===== config.mk =====
export PLATFORM = sky130hd
export DESIGN_NAME = serial_adder_flat
export DESIGN_NICKNAME = d
export VERILOG_FILES = /design/src/rtl/serial_adder_if.sv /design/src/rtl/serial_adder.sv /design/src/flat_wrapper.sv
export SDC_FILE = /design/constraint.sdc
export NUM_CORES = 1
export LEC_CHECK = 0
export ABC_AREA = 1
export BUFFER_PORTS_ARGS = -buffer_cell sky130_fd_sc_hd__buf_4
export CORE_MARGIN = 2
export CORE_UTILIZATION = 40
export CTS_BUF_LIST = sky130_fd_sc_hd__clkbuf_8
export DETAILED_ROUTE_END_ITERATION = 8
export PLACE_DENSITY = 0.61
export SETUP_SLACK_MARGIN = 0.5
export SYNTH_ARGS = -nofsm -noshare
export SYNTH_HDL_FRONTEND = slang
export SYNTH_SLANG_ARGS = --single-unit

===== constraint.sdc =====
create_clock -name clk -period 1.7 [get_ports clk]
set_input_delay 0 -clock clk [delete_from_list [all_inputs] [get_ports clk]]
set_output_delay 0 -clock clk [all_outputs]
set_load 0.03 [all_outputs]

===== src/rtl/serial_adder_if.sv =====
// Operand/result bundle for the bit-serial adder: start/busy/done handshake,
// operands in, registered result out.
interface serial_adder_if #(
    parameter int WIDTH = 8
);
    logic             start;
    logic [WIDTH-1:0] a;
    logic [WIDTH-1:0] b;
    logic             cin;
    logic             busy;
    logic             done;
    logic [WIDTH-1:0] sum;
    logic             cout;

    modport master (
        output start, a, b, cin,
        input  busy, done, sum, cout
    );

    modport slave (
        input  start, a, b, cin,
        output busy, done, sum, cout
    );
endinterface


===== src/rtl/serial_adder.sv =====
// Bit-serial adder: one full-adder cell plus a carry flop, LSB first.
// {cout, sum} = a + b + cin after WIDTH RUN cycles; result held between ops.
module serial_adder #(
    parameter int WIDTH = 8
) (
    input  logic          clk,
    input  logic          rst_n,
    serial_adder_if.slave bus
);
    localparam int CW = (WIDTH > 2) ? $clog2(WIDTH) : 1;

    typedef enum logic [1:0] {
        S_IDLE = 2'd0,
        S_RUN  = 2'd1,
        S_DONE = 2'd2
    } state_t;

    state_t           r_state;
    state_t           w_state_next;
    logic [WIDTH-1:0] r_sa;
    logic [WIDTH-1:0] r_sb;
    logic [WIDTH-1:0] r_ps;
    logic [WIDTH-1:0] r_sum;
    logic             r_c;
    logic             r_cout;
    logic [CW-1:0]    r_cnt;

    logic             w_s;
    logic             w_c;
    logic             w_last;
    logic [WIDTH-1:0] w_ps_next;

    // Full-adder cell on the current LSBs and the running carry.
    assign w_s       = r_sa[0] ^ r_sb[0] ^ r_c;
    assign w_c       = (r_sa[0] & r_sb[0]) | (r_sa[0] & r_c) | (r_sb[0] & r_c);
    assign w_last    = (r_cnt == CW'(WIDTH - 1));
    assign w_ps_next = {w_s, r_ps[WIDTH-1:1]};

    always_ff @(posedge clk or negedge rst_n) begin
        if (!rst_n) begin
            r_state <= S_IDLE;
        end else begin
            r_state <= w_state_next;
        end
    end

    always_comb begin
        w_state_next = r_state;
        case (r_state)
            S_IDLE:  if (bus.start) w_state_next = S_RUN;
            S_RUN:   if (w_last) w_state_next = S_DONE;
            S_DONE:  w_state_next = S_IDLE;
            default: w_state_next = S_IDLE;
        endcase
    end

    always_ff @(posedge clk or negedge rst_n) begin
        if (!rst_n) begin
            r_sa   <= '0;
            r_sb   <= '0;
            r_ps   <= '0;
            r_sum  <= '0;
            r_c    <= 1'b0;
            r_cout <= 1'b0;
            r_cnt  <= '0;
        end else begin
            case (r_state)
                S_IDLE: begin
                    if (bus.start) begin
                        r_sa  <= bus.a;
                        r_sb  <= bus.b;
                        r_c   <= bus.cin;
                        r_cnt <= '0;
                        r_ps  <= '0;
                    end
                end
                S_RUN: begin
                    r_sa  <= r_sa >> 1;
                    r_sb  <= r_sb >> 1;
                    r_ps  <= w_ps_next;
                    r_c   <= w_c;
                    r_cnt <= r_cnt + CW'(1);
                    // Result registers only move on the final bit so they hold the last answer during RUN.
                    if (w_last) begin
                        r_sum  <= w_ps_next;
                        r_cout <= w_c;
                    end
                end
                default: ;
            endcase
        end
    end

    assign bus.busy = (r_state == S_RUN);
    assign bus.done = (r_state == S_DONE);
    assign bus.sum  = r_sum;
    assign bus.cout = r_cout;
endmodule


===== src/flat_wrapper.sv =====
// flat-port wrapper written by rule: the top's interface ports become plain ports
module serial_adder_flat 
#(
    parameter int WIDTH = 8
)
  (clk, rst_n, bus_start, bus_a, bus_b, bus_cin, bus_busy, bus_done, bus_sum, bus_cout);
  serial_adder_if #(.WIDTH(WIDTH)) bus_i ();
  input  logic clk;
  input  logic rst_n;
  input wire logic [$bits(bus_i.start)-1:0] bus_start;
  input wire logic [$bits(bus_i.a)-1:0] bus_a;
  input wire logic [$bits(bus_i.b)-1:0] bus_b;
  input wire logic [$bits(bus_i.cin)-1:0] bus_cin;
  output wire logic [$bits(bus_i.busy)-1:0] bus_busy;
  output wire logic [$bits(bus_i.done)-1:0] bus_done;
  output wire logic [$bits(bus_i.sum)-1:0] bus_sum;
  output wire logic [$bits(bus_i.cout)-1:0] bus_cout;
  assign bus_i.start = bus_start;
  assign bus_i.a = bus_a;
  assign bus_i.b = bus_b;
  assign bus_i.cin = bus_cin;
  assign bus_busy = bus_i.busy;
  assign bus_done = bus_i.done;
  assign bus_sum = bus_i.sum;
  assign bus_cout = bus_i.cout;
  serial_adder #(.WIDTH(WIDTH)) u_core (.clk(clk), .rst_n(rst_n), .bus(bus_i));
endmodule

==> metrics.md <==
| Metric | Value |
|---|---|
| Status | complete, no violations |
| Final-report hold violation count | 0 |
| Yosys warnings | 0 |
| FP Rows | 24 |
| DRC Markers | 0 |
| P_sw | 1.89 mW |
| I/O Pins | 31 |
| RSZ-0062 raised after global routing | yes |
| DRT iter0 DRCs | 102 |
| CP endpoint | bus_done |
| DPL Wire Length | 2320 um |
| Vias in the first global route | 1467 |
| Fin cells | 325 |
| Mean Syn Cell Area | 8.75 um^2 |
| Die Y | 72.4 um |
| Final setup fails | 0 |
| CTS buffer count | 5 |
| Kind of critical path | reg2out |
| Synth unique cells | 22 |
| Peak supply drop | 0.814 mV |
| Most common cell in the synthesized netlist | nand2_1 |
| Nature of the critical path startpoint | register |
| Area contributors post-synth | dfrtp_1, nand2_1, nand3_1 |
| Full die area | 5250 um^2 |
| Post-Synthesis Cells | 214 |
| Vias per cell | 4.74 |
| CP Data Required Time | 1.70 ns |
| First-pass detailed-route iteration total | 4 |
| Crit end category | output pin |
| IO buf count | 30 |
| Logic pwr share | 50.2% |
| Reg clk slew, reported paths | 0.07 ns |
| Portion of total power attributed to sequential cells | 33.6% |
| Final setup margin | 0.506 ns |
| FF-to-FF End | u_core.bus.sum[2]$_DFFE_PN0P_ |
| CTS H-tree depth | 2 |
| Number of synthesized register bits | 38 |
| Setup TNS Final | 0 ns |
| DR WL/cell | 12.2 um |
| Dpl ws | 0.320 ns |
| Core Region | 4440 um^2 |
| Fmax | 0.838 GHz |
| First-pass GRT wire length | 6660 um |
| Routed WL | 3980 um |
| R2R cell count | 6 |
| EDFF count, synth | 0 |
| Launch point of the worst path | u_core.r_state[0]$_DFFE_PN0P_ |
| Syn-to-layout area delta | 37.7% |
| Placed cell count | 290 |
| Clk root buf | clkbuf_8 |
| Largest net degree at the start of global routing | 39 |
| FFs w/ async S/R, synth | 100% |
| Tcrit/Tclk final | 70.2% |
| Crit path DAT | 1.19 ns |
| CTS max path bufs | 2 |
| Yosys top cell area share | 50.8% |
| Register-to-Register Setup Slack | 0.51 ns |
| All-Layer GR Usage | 16.6% |
| Die Wd | 72.4 um |
| Routed Antenna Nets | 0 |
| Minimum clock period | 1.19 ns |
| Initial antenna violation count | 0 |
| Area leader, netlist | dfrtp_1 |
| Switching Share | 40.5% |
| Measured slew at the worst slew-check pin | 0.487 ns |
| Maxcap violations | 0 |
| Worst reg2reg startpoint | u_core.r_state[1]$_DFFE_PN0P_ |
| Pwr dens | 1820 nW/um^2 |
| Total gr overflow | 0 |
| Routability congestion estimate | 0.767 |
| Net Count, Synth | 237 |
| Hold crit path type | in2reg |
| Clk_lat worst skew | 0.29 ns |
| Final net count | 295 |
| Prevailing post-synth register cell | dfrtp_1 |
| Area after DPL | 2100 um^2 |
| CTS sink count | 38 |
| Final Skew | 0.00730 ns |
| Clock share of power | 16.1% |
| Initial Util | 42.1% |
| LEAKAGE | 1.36 nW |
| Sequential fraction of the synthesis area | 50.8% |
| Area of the mapped netlist | 1870 um^2 |
| Critical path fanouts, max | 14 |
| Int Power | 2.79 mW |
| Fin. max-slew vios | 0 |
| Share of cells above drive strength 1 | 36.6% |
| Leading cell types by count after synthesis | nand2_1, dfrtp_1, inv_1, nand3_1, o21ai_2 |
| Total number of vias | 1542 |
| Cell area after layout | 2580 um^2 |
| Max_slew headroom | 67.6% |
| Diode count | 0 |
| CTS tree | built |
## cell usage in the layout (no fill, tap or decap), drive strengths merged
master | Yosys | routed
a21oi | 2 | 2
nor2 | 5 | 5
o21ai | 15 | 15
nand2 | 73 | 75
fa | 1 | 1
nand3 | 33 | 33
clkbuf | 1 | 5
dfrtp | 38 | 38
buf | 8 | 52
inv | 36 | 35
clkinv | 0 | 3
dlygate4sd3 | 0 | 6
ha | 2 | 2
bufinv | 0 | 1
## final cells by class
cell class,instances,area [um^2]
fill,415,1870
sequential,38,953
multi-input combinational,133,795
timing repair buffer,58,509
inverter,36,148
clock buffer,5,68.8
tap,52,65.1
clock inverter,3,40.0
## power by group through the flow
stage               registers, mW  clock network, mW  logic, mW
floorplan                    1.69                  0       1.29
global placement             1.55                  0       1.81
detailed placement           1.55                  0       1.85
CTS                          1.54              0.772       2.13
global route                 1.62              0.812       2.64
finish                       1.58              0.756       2.35
## how the worst min path moves through the flow
stage / depth (start not counted) / from / to / slack [ns]
after CTS: 5 / bus_a[4] / u_core.r_sa[4]$_DFFE_PN0P_ / 0.01
after global routing: 5 / bus_b[1] / u_core.r_sb[1]$_DFFE_PN0P_ / 0.03
final: 5 / bus_a[4] / u_core.r_sa[4]$_DFFE_PN0P_ / 0.02
after global placement: 1 / rst_n / u_core.r_sb[3]$_DFFE_PN0P_ / 0.002
after floorplan: 0 / rst_n / u_core.bus.cout$_DFFE_PN0P_ / -0.30
after detailed placement: 1 / rst_n / u_core.r_sb[3]$_DFFE_PN0P_ / -0.0009
## critical path: stages (launching register included)
cell and delay (ns):
dfrtp_2 0.46, buf_6 0.17, nor2_2 0.14, buf_6 0.14
## per-layer routing
layer / vias to the layer above / GRT usage (%) / routed length, um
li1: 779 / - / -
met1: 727 / 22.4 / 1830
met2: 32 / 25.7 / 1940
met3: 4 / 4.03 / 161
met4: 0 / 6.79 / 44
met5: - / 0 / 0
## registers in the layout (all words and copies together), names as in the netlist
register / flops
u_core.r_cnt: 3
u_core.r_c: 1
u_core.bus.sum: 8
u_core.r_ps: 7
u_core.bus.cout: 1
u_core.r_state: 2
u_core.r_sa: 8
u_core.r_sb: 8
## cells by family (layout without fill, tap and decap cells)
kind of cell | after synthesis | in the layout | synth area share, %
buffers and inverters | 45 | 102 | 12.4
adders and majority gates | 3 | 3 | 2.40
DFF | 38 | 38 | 50.8
and+or+nand+nor | 111 | 113 | 26.9
AOI/OAI and AO/OA | 17 | 17 | 7.55
## through the flow
stage / total power [mW] / util [%] / hold slack, ns
detailed placement: 3.39 / 47.2 / -0.000914
floorplan: 2.98 / - / -0.296
CTS: 4.44 / 54.7 / 0.0149
global placement: 3.37 / 47.2 / 0.00164
finish: 4.68 / 58.0 / 0.0173
global route: 5.07 / 58.0 / 0.0287
## repair_timing
item                                   in CTS  in global routing
setup endpoints to repair                  37                 32
buffers inserted                           12                  7
hold buffers                                6                  0
gates resized for setup                     7                 26
endpoints found under the hold margin      43                  0
pin swaps                                   3                  6
cloned                                      1                  1
No activity file was read; power rests on OpenSTA's default activity.
